===== config.mk =====
export PLATFORM = sky130hd
export DESIGN_NAME = counter_hs_sched
export DESIGN_NICKNAME = d
export VERILOG_FILES = /design/src/rtl/counter_hs_sched.sv
export SDC_FILE = /design/constraint.sdc
export NUM_CORES = 1
export LEC_CHECK = 0
export ABC_AREA = 1
export CAP_MARGIN = 30
export CORE_ASPECT_RATIO = 0.6
export CORE_MARGIN = 2
export CORE_UTILIZATION = 50
export DETAILED_ROUTE_END_ITERATION = 12
export PLACE_DENSITY = 0.85
export SLEW_MARGIN = 10
export SYNTH_ARGS = -nofsm -noshare
export SYNTH_HDL_FRONTEND = slang
export SYNTH_SLANG_ARGS = --single-unit
export TNS_END_PERCENT = 1

===== constraint.sdc =====
create_clock -name clk -period 2.1 [get_ports clk]
set_input_delay 0.63 -clock clk [delete_from_list [all_inputs] [get_ports clk]]
set_output_delay 0.63 -clock clk [all_outputs]
set_load 0.05 [all_outputs]

===== src/rtl/counter_hs_sched.sv =====
// Two-requester round-robin driver for a 4-phase counter input, plus an output-side auto-acknowledge and stall watchdog.
// Latency: grant 1 cycle after req, each ai/ro edge seen SYNC_DEPTH cycles late; no back-to-back grants, req holds until done.
module counter_hs_sched #(
    parameter int SYNC_DEPTH = 2,
    parameter int TIMEOUT    = 1023,
    parameter int CNT_W      = 16
) (
    input  logic             clk,
    input  logic             rst_n,
    input  logic [1:0]       req,
    output logic [1:0]       done,
    output logic             ri,
    input  logic             ai,
    input  logic             ro,
    output logic             ao,
    output logic [CNT_W-1:0] in_cnt,
    output logic [CNT_W-1:0] out_cnt,
    output logic             err,
    input  logic             clr_err
);

    typedef enum logic [2:0] {
        IDLE = 3'd0,
        RISE = 3'd1,
        FALL = 3'd2,
        DONE = 3'd3,
        ERR  = 3'd4
    } state_t;

    localparam logic [15:0] TIMEOUT_W = 16'(TIMEOUT);

    state_t                state_q, state_d;
    logic [SYNC_DEPTH-1:0] ai_sync_q, ai_sync_d;
    logic [SYNC_DEPTH-1:0] ro_sync_q, ro_sync_d;
    logic                  ri_q, ri_d;
    logic                  ao_q, ao_d;
    logic [1:0]            done_q, done_d;
    logic                  err_q, err_d;
    logic [15:0]           wait_q, wait_d;
    logic                  grant_q, grant_d;
    logic                  last_q, last_d;
    logic [CNT_W-1:0]      in_cnt_q, in_cnt_d;
    logic [CNT_W-1:0]      out_cnt_q, out_cnt_d;

    logic        ai_s;
    logic        ro_s;
    logic        pick;
    logic [15:0] wait_inc;

    assign ai_s = ai_sync_q[SYNC_DEPTH-1];
    assign ro_s = ro_sync_q[SYNC_DEPTH-1];

    always_comb begin
        ai_sync_d = {ai_sync_q[SYNC_DEPTH-2:0], ai};
        ro_sync_d = {ro_sync_q[SYNC_DEPTH-2:0], ro};

        // Contention goes to whoever was not served last; a lone request wins outright.
        if (req == 2'b11) begin
            pick = ~last_q;
        end else begin
            pick = req[1];
        end

        wait_inc  = wait_q + 16'd1;
        state_d   = state_q;
        ri_d      = ri_q;
        done_d    = 2'b00;
        err_d     = err_q;
        wait_d    = wait_q;
        grant_d   = grant_q;
        last_d    = last_q;
        in_cnt_d  = in_cnt_q;

        case (state_q)
            IDLE: begin
                if (req != 2'b00) begin
                    grant_d = pick;
                    last_d  = pick;
                    ri_d    = 1'b1;
                    wait_d  = 16'd0;
                    state_d = RISE;
                end
            end
            RISE: begin
                if (ai_s) begin
                    ri_d    = 1'b0;
                    wait_d  = 16'd0;
                    state_d = FALL;
                end else if (wait_inc == TIMEOUT_W) begin
                    err_d   = 1'b1;
                    state_d = ERR;
                end else begin
                    wait_d  = wait_inc;
                end
            end
            FALL: begin
                if (!ai_s) begin
                    done_d   = grant_q ? 2'b10 : 2'b01;
                    in_cnt_d = in_cnt_q + CNT_W'(1);
                    state_d  = DONE;
                end else if (wait_inc == TIMEOUT_W) begin
                    err_d   = 1'b1;
                    state_d = ERR;
                end else begin
                    wait_d  = wait_inc;
                end
            end
            DONE: begin
                state_d = IDLE;
            end
            ERR: begin
                // ri stays frozen until software intervenes; recovery is silent.
                if (clr_err) begin
                    err_d   = 1'b0;
                    ri_d    = 1'b0;
                    state_d = IDLE;
                end
            end
            default: begin
                state_d = IDLE;
                ri_d    = 1'b0;
            end
        endcase

        // ao_q holds the previous ro_s, so ao_q & ~ro_s marks the falling edge.
        ao_d      = ro_s;
        out_cnt_d = out_cnt_q + CNT_W'(ao_q & ~ro_s);
    end

    always_ff @(posedge clk) begin
        if (!rst_n) begin
            state_q   <= IDLE;
            ai_sync_q <= '0;
            ro_sync_q <= '0;
            ri_q      <= 1'b0;
            ao_q      <= 1'b0;
            done_q    <= 2'b00;
            err_q     <= 1'b0;
            wait_q    <= 16'd0;
            grant_q   <= 1'b0;
            last_q    <= 1'b1;
            in_cnt_q  <= '0;
            out_cnt_q <= '0;
        end else begin
            state_q   <= state_d;
            ai_sync_q <= ai_sync_d;
            ro_sync_q <= ro_sync_d;
            ri_q      <= ri_d;
            ao_q      <= ao_d;
            done_q    <= done_d;
            err_q     <= err_d;
            wait_q    <= wait_d;
            grant_q   <= grant_d;
            last_q    <= last_d;
            in_cnt_q  <= in_cnt_d;
            out_cnt_q <= out_cnt_d;
        end
    end

    assign ri      = ri_q;
    assign ao      = ao_q;
    assign done    = done_q;
    assign err     = err_q;
    assign in_cnt  = in_cnt_q;
    assign out_cnt = out_cnt_q;

endmodule


After elaboration in Yosys (flattened, before gate mapping)
Cells that the tools add are included.
W data, S select, Z words.
{"block": "totals", "reg_bits": 62, "input_bits": 7, "output_inout_bits": 37, "word_cells": 66}
{"block": "op_classes", "eq_ne": 11, "add_sub_neg": 3, "n_reduce_logical": 12, "n_mux": 21, "bitwise_logic": 7}
{"op": "$mux W16", "n": 4}
{"op": "$pmux W16 S3", "n": 1}
{"op": "$add A16 B1 Y16 const B", "n": 2}
{"op": "$add A16 B16 Y16", "n": 1}
{"op": "$and A1 B16 Y16", "n": 1}
{"op": "$eq A16 B10 Y1 const B", "n": 1}
{"op": "$not A1 Y16", "n": 1}
{"op": "$mux W3", "n": 5}
{"op": "$pmux W3 S4", "n": 1}
{"op": "$ne A2 B2 Y1 const B", "n": 5}
{"op": "$reduce_and A4 Y1", "n": 2}
{"op": "$mux W1", "n": 7}
{"op": "$eq A3 B2 Y1 const B", "n": 2}
{"op": "$reduce_and A2 Y1", "n": 3}
{"op": "$reduce_bool A3 Y1", "n": 2}
{"op": "$not A1 Y1", "n": 5}
{"op": "$pmux W1 S4", "n": 1}
{"op": "$eq A3 B1 Y1 const B", "n": 1}
{"op": "$eq A3 B3 Y1 const B", "n": 1}
{"op": "$logic_not A3 Y1", "n": 1}
{"op": "$pmux W1 S3", "n": 1}
{"op": "$reduce_and A3 Y1", "n": 1}
{"op": "$reduce_or A3 Y1", "n": 1}
{"op": "$eq A2 B2 Y1 const B", "n": 1}
{"op": "3 further kinds", "n": 3}

Longest topological paths before layout
Gate-level depths: netlist of the first run.
{"block": "depth", "ltp_word": 5, "ltp_mapped": 16, "mapped_depth_nobuf": 15}

Worst setup path before layout of the first run
No wires, ideal clock.
{"block": "synth_path", "kind": "register -> register", "from": "register ao_q, in the netlist ao", "to": "register out_cnt_q[12], in the netlist out_cnt[12]", "n_path_buf": 0, "stages_incl_launch_ff": 13, "path_slack_ns": -0.272, "t_arrival_ns": 2.251, "required_time_ns": 1.979, "setup_time_ns": 0.121, "path_cell_list": "dfxtp_1 inv_1 nor2_1 ha_1 ha_1 nand2_1 nor2_1 nand2_1 nor2_1 nand4_1 or2_2 o21ai_0 a21oi_1"}
{"block": "synth_via", "elab_chain_cells": 2}
{"item": "from (decl)", "line": "36", "source": "logic ao_q, ao_d;"}
{"item": "from (signal assigned)", "line": "149", "source": "ao_q <= ao_d;"}
{"item": "$and A1 B16 Y16", "line": "127", "source": "out_cnt_d = out_cnt_q + CNT_W'(ao_q & ~ro_s);"}
{"item": "$add A16 B16 Y16", "line": "127"}
{"item": "to (signal assigned)", "line": "156", "source": "out_cnt_q <= out_cnt_d;"}
{"item": "to (decl)", "line": "43", "source": "logic [CNT_W-1:0] out_cnt_q, out_cnt_d;"}
Every way passes these cells.
A chain may end at the register's enable or synchronous reset.

Final worst setup path of the first run
Same ends and word-level chain as after synthesis.

==> flow_summary.ini, run 1 <==
[sta]
tightest_slew_ns = 0.5018
fmax_mhz = 500.8
report.final.slew_viol_count = 0
grt_setup_unrepaired = yes
skew_ns = 0.01071
finalCriticalPeriod_ns = 1.997
setup_slack_ns = 0.1032
hold_viol_final = 0
slew_headroom_pct = 66.49
finalCritPeriodShare_pct = 95.09
setup_viol = 0

[grt]
grt_pass1_wl_um = 12480
grt_max_degree = 27
grt.total_usage_pct = 23.28
antenna_found_initial = 0
grt_pass1_vias = 2791
overflow = 0

[placement]
dp.cells = 580
gp_congestion = 0.8878
pre_cts_slack_ns = -0.005890
hpwlAfterDp_um = 5211
portBuffers = 43

[critical_path]
cp.depth = 12
crit_path_top_delay_cell = dfxtp_4
cp_common_cell = nor2_2
cp.required_ns = 2.35
crit_start = ao$_SDFF_PN0_
path_max_fanout = 4
end_kind = flip-flop
path_class = flip-flop to flip-flop
cp_num_buf_inv = 1
cp.arrival_ns = 2.25
reg2reg_depth = 12
r2r_start = ao$_SDFF_PN0_
crit_family = simple AND/OR/NAND/NOR gates
r2r_slack_ns = 0.10
endpoint = out_cnt[12]$_SDFF_PN0_
crit_chain = inv_2 > nor2_2 > ha_2 > ha_4 > nand2_4 > nor2_4 > nand2_2 > nor2_2 > nand4_1 > or2_4 > o21ai_2 > a21oi_2
start_kind = flip-flop
slowest_delay_ns = 0.35
regToRegEndpoint = out_cnt[12]$_SDFF_PN0_

[die]
io_pins = 44
row_count = 21
fp.dieW_um = 104.8
fp.dieH_um = 64.45
core-area_um2 = 5728
dieArea_um2 = 6751
initial_core_util_pct = 53.17

[power_and_ir_drop]
leakage_nw = 1.681
peakVddDrop_mv = 0.3127
power_density_nw_per_um2 = 659.9

[routing]
drt-initial-drc-count = 238
firstDrtPassIters = 6
ant_nets = 0
postRouteWirelength_um = 7699
vias = 3074
remaining_drc_errors = 0
post_drt_wl_per_cell_um = 12.83
vias_per_cell = 5.123

[yosys]
synth_cells = 451
ys_warn_count = 0
syn_area_per_cell_um2 = 6.753
synth_top_area_share_pct = 40.76
syn_nets = 463
ys_top_cells_by_area = dfxtp_1 (41%), nand2_1 (15%), nor2_1 (9.4%), inv_1 (7.4%), a21oi_1 (4.4%)
synthTopCellsByCount = nand2_1 (120), nor2_1 (76), dfxtp_1 (62)
yosysMostFrequentCell = nand2_1
yosys_register_bits = 62
netlist-cell-type-count = 33
synthFlopType = dfxtp_1
ys_seq_area_share_pct = 40.76
syn_area_um2 = 3045
synth-edff-count = 0
synthArstFlopShare_pct = 0
synth_top_cell_by_area = dfxtp_1

[finish]
fin_nets = 527
final_core_util_pct = 68.55
syn_to_final_growth_pct = 28.92
post_route_cells_drive_above_1_share_pct = 23.08
stdcell_count = 600
diodes = 0

[clock_tree]
cts_buffers = 9
cts_tree = built
hold_buffers = 0
clock_path_buffers = 2
clock_latency_ns = 0.36
root_buffer = clkbuf_8
clkSlewWorstSetupHoldPaths_ns = 0.08
clock_sinks = 62
cts-htree-levels = 3

[run_status]
outcome = completed

[min_path]
hold_class = flip-flop to flip-flop

[job]
maxCapViolCount = 0
[cells in the final DEF (no fill, tap or decap), types with 3 or more instances in the layout]
cell and instances:
nand2_1 113, nor2_1 64, inv_1 57, dfxtp_1 55, buf_4 49, a21oi_1 26
nand3_1 16, o21ai_0 14, nor3_1 13, nor2_2 11, clkbuf_8 10, nand2_2 7
nand4_1 7, nor2_4 7, clkdlybuf4s50_1 6, dfxtp_2 6, inv_2 5, xor2_1 5
nor3b_1 4, nand3_2 3, xnor2_1 3, nand2_4 3, o21ai_1 3, o21a_1 3
clkinvlp_4 3
[worst register-to-register path, cell delays in order (launching register included)]
cell and delay [ns]:
dfxtp_4 0.35, inv_2 0.03, nor2_2 0.09, ha_2 0.22, ha_4 0.16, nand2_4 0.05
nor2_4 0.12, nand2_2 0.06, nor2_2 0.12, nand4_1 0.18, or2_4 0.32, o21ai_2 0.15
a21oi_2 0.04
[state kept, by name, summed over array words and instances (netlist names)]
name       flops
ao             1
ro_sync_q      2
last_q         1
grant_q        1
done           2
ai_sync_q      2
wait_q        16
err            1
in_cnt        16
state_q        3
out_cnt       16
ri             1
[metrics by stage]
stage / instance area, µm² / hold WS, ns / total power [W] / setup TNS (ns)
floorplan: 3054 / 0.3905 / 0.001523 / 0
global placement: 3561 / 0.3930 / 0.001607 / 0
detailed placement: 3561 / 0.4072 / 0.001623 / -0.005890
CTS: 3739 / 0.4263 / 0.002566 / 0
global route: 3926 / 0.4446 / 0.002716 / -0.2097
finish: 3926 / 0.4219 / 0.002591 / 0
[cells by family after synthesis]
logic type,share of synthesized area [%]
simple gates,36.28
compound gates,9.121
flops,40.76
buf+inv,9.490
xor+xnor,2.301
fa+ha+maj,2.054
[routing by layer]
layer | vias up | global-route usage [%] | part of all wire [%]
met5 | - | 0 | 0
met4 | 0 | 9.333 | 1.1
met3 | 13 | 6.036 | 8.0
met2 | 126 | 35.31 | 44
met1 | 1386 | 31.83 | 47
li1 | 1549 | - | -
[area by class of cell]
class	instances	area (µm²)
Clock buffer	11	141.4
Clock inverter	5	36.28
Fill cell	516	1802
Inverter	62	232.7
Multi-Input combinational cell	321	1685
Sequential cell	62	1252
Tap cell	80	100.1
Timing Repair Buffer	59	478.0
[what timing repair did]
item / in CTS / in global routing
cloned: 0 / 2
gates resized for setup: 3 / 46
endpoints found under the setup margin: 3 / 25
pin swaps: 0 / 14
hold endpoints to repair: 0 / 0
setup buffers: 0 / 2
[worst min-delay path by stage]
stage | startpoint | to | slack [ns] | cells after the start
floorplan | ai_sync_q[0]$_SDFF_PN0_ | ai_sync_q[1]$_SDFF_PN0_ | 0.39 | 2
global placement | ai_sync_q[0]$_SDFF_PN0_ | ai_sync_q[1]$_SDFF_PN0_ | 0.39 | 2
detailed placement | ai_sync_q[0]$_SDFF_PN0_ | ai_sync_q[1]$_SDFF_PN0_ | 0.41 | 2
CTS | ro_sync_q[0]$_SDFF_PN0_ | ro_sync_q[1]$_SDFF_PN0_ | 0.43 | 2
global route | ro_sync_q[0]$_SDFF_PN0_ | ro_sync_q[1]$_SDFF_PN0_ | 0.44 | 2
finish | ro_sync_q[0]$_SDFF_PN0_ | ro_sync_q[1]$_SDFF_PN0_ | 0.42 | 2
[report_power, final]
part / total [W] / internal [W] / switching (W) / leakage, nW
clock: 0.000954 / 0.000460 / 0.000494 / 0.0815
combinational: 0.000376 / 0.000137 / 0.000239 / 1.09
sequential: 0.00126 / 0.00122 / 0.0000420 / 0.506
total: 0.00259 / 0.00182 / 0.000775 / 1.68
Power figures use the tool's default switching activity.
==> run 2: changes to the inputs <==
--- a/config.mk
+++ b/config.mk
@@ -9,9 +9,10 @@
 export CAP_MARGIN = 30
 export CORE_ASPECT_RATIO = 0.6
 export CORE_MARGIN = 2
-export CORE_UTILIZATION = 50
+export CORE_UTILIZATION = 54
 export DETAILED_ROUTE_END_ITERATION = 12
-export PLACE_DENSITY = 0.85
+export PLACE_DENSITY = 0.9
+export SETUP_SLACK_MARGIN = 0.5
 export SLEW_MARGIN = 10
 export SYNTH_ARGS = -nofsm -noshare
 export SYNTH_HDL_FRONTEND = slang
==> run 2 against run 1 <==
  * Critical path depth increased by 1
  * Hold slack got worse by 0.0071 ns
  * Register-to-register slack got worse by 0.07 ns
  * Total power increased by 3.1%
  * Via count increased by 9.1%
  * Die area decreased by 7.0%
  * Largest cell class unchanged
  * Largest power group unchanged
==> flow_summary.ini, run 2 (synthesis results as in run 1) <==
[sta]
slew_headroom_pct = 74.50
timing.hold.ws_ns = 0.4149
setup_tns_ns = 0
hold_viol_final = 0
setup_viol = 0
setup_slack_ns = 0.03157
report.final.slew_viol_count = 0
grt_setup_unrepaired = yes
tightest_slew_ns = 0.3785
finalCritPeriodShare_pct = 98.50
fmax_mhz = 483.5
skew_ns = 0.007881
finalCriticalPeriod_ns = 2.068

[critical_path]
cp.required_ns = 2.35
path_max_fanout = 7
start_kind = flip-flop
path_class = flip-flop to flip-flop
end_kind = flip-flop
reg2reg_depth = 13
cp.arrival_ns = 2.32

[routing]
remaining_drc_errors = 0
vias_per_cell = 5.555
ant_nets = 0
firstDrtPassIters = 5
drt-initial-drc-count = 278
post_drt_wl_per_cell_um = 15.84
postRouteWirelength_um = 9569
vias = 3355

[die]
fp.dieH_um = 62.17
initial_core_util_pct = 55.19
fp.dieW_um = 101.0
io_pins = 44
core-area_um2 = 5518
row_count = 21
dieArea_um2 = 6276

[clock_tree]
cts_buffers = 9
clock_path_buffers = 2
clock_sinks = 62
hold_buffers = 0
clkSlewWorstSetupHoldPaths_ns = 0.07
clock_latency_ns = 0.35
cts-htree-levels = 3
root_buffer = clkbuf_8
cts_tree = built

[power_and_ir_drop]
leakage_nw = 1.850
peakVddDrop_mv = 0.5741
power_density_nw_per_um2 = 608.9

[grt]
grt_max_degree = 16
grt_pass1_vias = 3007
grt.total_usage_pct = 27.84
antenna_found_initial = 0
overflow = 0
grt_pass1_wl_um = 13680

[placement]
hpwlAfterDp_um = 5359
dp.cells = 573
pre_cts_slack_ns = 0.03380
gp_congestion = 0.8766
portBuffers = 43

[finish]
syn_to_final_growth_pct = 44.04
post_route_cells_drive_above_1_share_pct = 37.01
final_cell_mix = nand2_1 (92), nor2_1 (61), inv_1 (55)
diodes = 0
fin_nets = 543
mostFrequentLayoutCell = nand2_1
stdcell_count = 604

[min_path]
min_path_cells = 2
hold_class = flip-flop to flip-flop

[job]
maxCapViolCount = 0

[run_status]
outcome = completed
## run 2: cell types whose count changed in the layout (fill, tap and decap cells not counted), sizes merged
| cell | delta |
|---|---|
| clkbuf | +5 |
| clkinv | -1 |
| clkinvlp | -3 |
| buf | +17 |
| dlymetal6s2s | -1 |
| dlygate4sd2 | -2 |
## run 2: worst paths after layout
| path | from | endpoint | slack (ns) |
|---|---|---|---|
| max | wait_q[8]$_SDFFE_PN0P_ | wait_q[4]$_SDFFE_PN0P_ | 0.03 |
| min | ai_sync_q[0]$_SDFF_PN0_ | ai_sync_q[1]$_SDFF_PN0_ | 0.41 |
| min reg2reg | ai_sync_q[0]$_SDFF_PN0_ | ai_sync_q[1]$_SDFF_PN0_ | 0.41 |
| max reg2reg | wait_q[8]$_SDFFE_PN0P_ | wait_q[4]$_SDFFE_PN0P_ | 0.03 |
## run 2: cell type report
| class | instances | area [µm²] |
|---|---|---|
| repair buffers | 75 | 656.9 |
| clock inverters | 1 | 5.005 |
| inverters | 62 | 240.2 |
| fillers | 319 | 1131 |
| multi-input cells | 321 | 1954 |
| clock buffers | 14 | 162.7 |
| well taps | 69 | 86.33 |
| flip-flops and latches | 62 | 1281 |
## run 2: critical path, cell delays in order (launching register included)
cell and delay [ns]:
dfxtp_1 0.40, nand2_1 0.17, nor2_2 0.21, nand2_1 0.10
nor2_1 0.12, nor2_1 0.06, nor2_2 0.11, nand2_1 0.10
nor2_4 0.21, nand2_8 0.16, nand2_8 0.14, nand2_2 0.06
nand2_1 0.07, nor2_1 0.05
## run 2: metrics by stage
| stage | power, W | area [µm²] | utilization, % |
|---|---|---|---|
| finish | 0.002671 | 4387 | 79.50 |
| global route | 0.002778 | 4387 | 79.50 |
| CTS | 0.002587 | 3986 | 72.24 |
| detailed placement | 0.001633 | 3580 | 64.88 |
| global placement | 0.001616 | 3580 | 64.88 |
| floorplan | 0.001523 | 3057 | - |
## run 2: what timing repair did
item | CTS | global route
setup endpoints to repair | 52 | 66
gates resized for setup | 40 | 127
setup buffers | 11 | 3
hold endpoints to repair | 0 | 0
gates cloned | 2 | 0
pin swaps | 20 | 75
## run 2: routing by layer
layer | wire length [µm] | GRT usage (%) | vias to the layer above
met3 | 637 | 8.671 | 51
met5 | 0 | 0 | -
met2 | 4723 | 46.17 | 163
li1 | - | - | 1581
met1 | 3871 | 34.50 | 1560
met4 | 335 | 8.953 | 0
## run 2: power breakdown
part	leakage (nW)	switching, W	internal, W
Clock	0.0865	0.000440	0.000486
Combinational	1.25	0.000297	0.000179
Sequential	0.516	0.0000486	0.00122
Total	1.85	0.000786	0.00189
==> run 3: changes to the inputs <==
--- a/config.mk
+++ b/config.mk
@@ -6,12 +6,10 @@
 export NUM_CORES = 1
 export LEC_CHECK = 0
 export ABC_AREA = 1
-export CAP_MARGIN = 30
 export CORE_ASPECT_RATIO = 0.6
-export CORE_MARGIN = 2
 export CORE_UTILIZATION = 54
 export DETAILED_ROUTE_END_ITERATION = 12
-export PLACE_DENSITY = 0.9
+export PLACE_DENSITY = 0.81
 export SETUP_SLACK_MARGIN = 0.5
 export SLEW_MARGIN = 10
 export SYNTH_ARGS = -nofsm -noshare
==> run 3 against run 2 <==
  * Maximum frequency grew 2.3%
  * Sequential share of layout area grew 0.46 points
  * Combinational power shrank 4%
  * Register-to-register slack gained 0.05 ns
  * Non-clock buffer count shrank 13
  * Flip-flop and latch count is the same
  * Clock skew grew 0.00078 ns
  * Clock power grew 32%
  * Cell count shrank 2.5%
  * Routed wire length shrank 8.9%
  * Count of clock-buffer cells in the layout shrank 3
==> flow_summary.ini, run 3 (synthesis results as in run 1) <==
[finish]
mostFrequentLayoutCell = nand2_1
stdcell_count = 589
final_cell_mix = nand2_1 (90), nor2_1 (62), inv_1 (54)
nFillCells = 323
post_route_cells_drive_above_1_share_pct = 35.56
syn_to_final_growth_pct = 41.54
finalInstanceArea_um2 = 4310
final_core_util_pct = 82.42
diodes = 0
fin_nets = 530

[routing]
ant_nets = 0
remaining_drc_errors = 0
firstDrtPassIters = 6
drt-initial-drc-count = 312
vias = 3154
postRouteWirelength_um = 8716
vias_per_cell = 5.355
post_drt_wl_per_cell_um = 14.80

[clock_tree]
clkSlewWorstSetupHoldPaths_ns = 0.07
clock_latency_ns = 0.34
cts-htree-levels = 3
hold_buffers = 0
clock_sinks = 62
cts_tree = built
clock_path_buffers = 2
cts_buffers = 9
root_buffer = clkbuf_8

[grt]
grt_pass1_vias = 2486
grt_max_degree = 25
overflow = 0
antenna_found_initial = 0
grt_pass1_wl_um = 11790
grt.total_usage_pct = 26.04

[min_path]
hold_class = flip-flop to flip-flop

[power_and_ir_drop]
fin_total_pwr_w = 0.002944
pwr-share-comb_pct = 15.6
internal_power_w = 0.002123
peakVddDrop_mv = 0.5465
p_clk_share_pct = 41.4
switchingPower_w = 0.0008213
leakage_nw = 1.829
power_density_nw_per_um2 = 683.0
switching_share_pct = 27.90
power_frac_seq_pct = 43.0

[die]
fp.dieW_um = 98.95
core-area_um2 = 5230
initial_core_util_pct = 58.23
fp.dieH_um = 60.17
io_pins = 44
row_count = 20
dieArea_um2 = 5954

[sta]
setup_slack_ns = 0.07767
finalCritPeriodShare_pct = 96.30
grt_setup_unrepaired = yes
fmax_mhz = 494.5
setup_viol = 0
report.final.slew_viol_count = 0
tightest_slew_ns = 0.3943
finalCriticalPeriod_ns = 2.022
slew_headroom_pct = 73.51
skew_ns = 0.008657
hold_viol_final = 0

[critical_path]
start_kind = flip-flop
crit_path_top_delay_cell = dfxtp_4
crit_family = simple AND/OR/NAND/NOR gates
cp_num_buf_inv = 2
path_max_fanout = 3
cp.required_ns = 2.34
cp_common_cell = nor2_4
path_class = flip-flop to flip-flop
cp.arrival_ns = 2.26
slowest_delay_ns = 0.35
end_kind = flip-flop
crit_chain = inv_2 > nor2_2 > ha_2 > ha_4 > nand2_4 > nor2_4 > nand2_2 > nor2_4 > nand4_1 > buf_4 > or2_4 > o21ai_1 > a21oi_1

[job]
maxCapViolCount = 0

[placement]
gp_congestion = 0.8935
portBuffers = 43
hpwlAfterDp_um = 5105
dp.cells = 565
pre_cts_slack_ns = -0.01937
placed_area_um2 = 3543

[run_status]
outcome = completed
run 3: cell types whose count changed in the layout (fill, tap and decap cells not counted), moves of 3 or more:
cell and delta:
buf_4 -13, o21ai_1 +4, clkbuf_1 -3, o21ai_2 -4
run 3: worst paths after layout:
kind	endpoint	startpoint	cells past startpoint	slack, ns
min reg2reg	ro_sync_q[1]$_SDFF_PN0_	ro_sync_q[0]$_SDFF_PN0_	2	0.43
max reg2reg	out_cnt[12]$_SDFF_PN0_	ao$_SDFF_PN0_	13	0.08
max	out_cnt[12]$_SDFF_PN0_	ao$_SDFF_PN0_	13	0.08
min	ro_sync_q[1]$_SDFF_PN0_	ro_sync_q[0]$_SDFF_PN0_	2	0.43
run 3: through the flow:
step | hold slack (ns) | TNS [ns]
after floorplan | 0.3905 | 0
after global placement | 0.3925 | 0
after detailed placement | 0.4016 | -0.06096
after CTS | 0.4184 | 0
after global routing | 0.4413 | -0.8694
final | 0.4321 | 0
run 3: area by class of cell:
| cell class | count | area [µm²] | area share, % |
|---|---|---|---|
| Clock buffer | 11 | 151.4 | 3.512 |
| Clock inverter | 5 | 81.33 | 1.887 |
| Inverter | 62 | 240.2 | 5.573 |
| Multi-Input combinational cell | 321 | 1927 | 44.70 |
| Sequential cell | 62 | 1279 | 29.67 |
| Tap cell | 66 | 82.58 | 1.916 |
| Timing Repair Buffer | 62 | 549.3 | 12.74 |
run 3: per-layer routing:
layer  global-route usage [%]  vias to the layer above  wire (µm)
met5                        0                        -          0
met3                    7.018                       23        713
li1                         -                     1559          -
met4                    5.757                        0        133
met1                    38.06                     1432       3856
met2                    38.16                      140       4012
run 3: power groups by stage:
stage | clock [W] | sequential, W | combinational [W]
after floorplan | 0 | 0.00130 | 0.000228
after global placement | 0 | 0.00128 | 0.000335
after detailed placement | 0 | 0.00128 | 0.000346
after CTS | 0.00121 | 0.00126 | 0.000372
after global routing | 0.00127 | 0.00127 | 0.000502
final | 0.00122 | 0.00127 | 0.000459
run 3: worst register-to-register path: cells and delay by family, from the launching register on:
family          cells  cell delay, ns
compound gates      2            0.18
buf+inv             2            0.21
flops               1            0.35
fa+ha+maj           2            0.37
simple gates        7            0.81
run 3: timing repair:
item,4_1_cts,5_1_grt
setup endpoints to repair,46,66
pin swaps,8,77
setup buffers,4,2
cloned,2,0
gates resized for setup,32,135
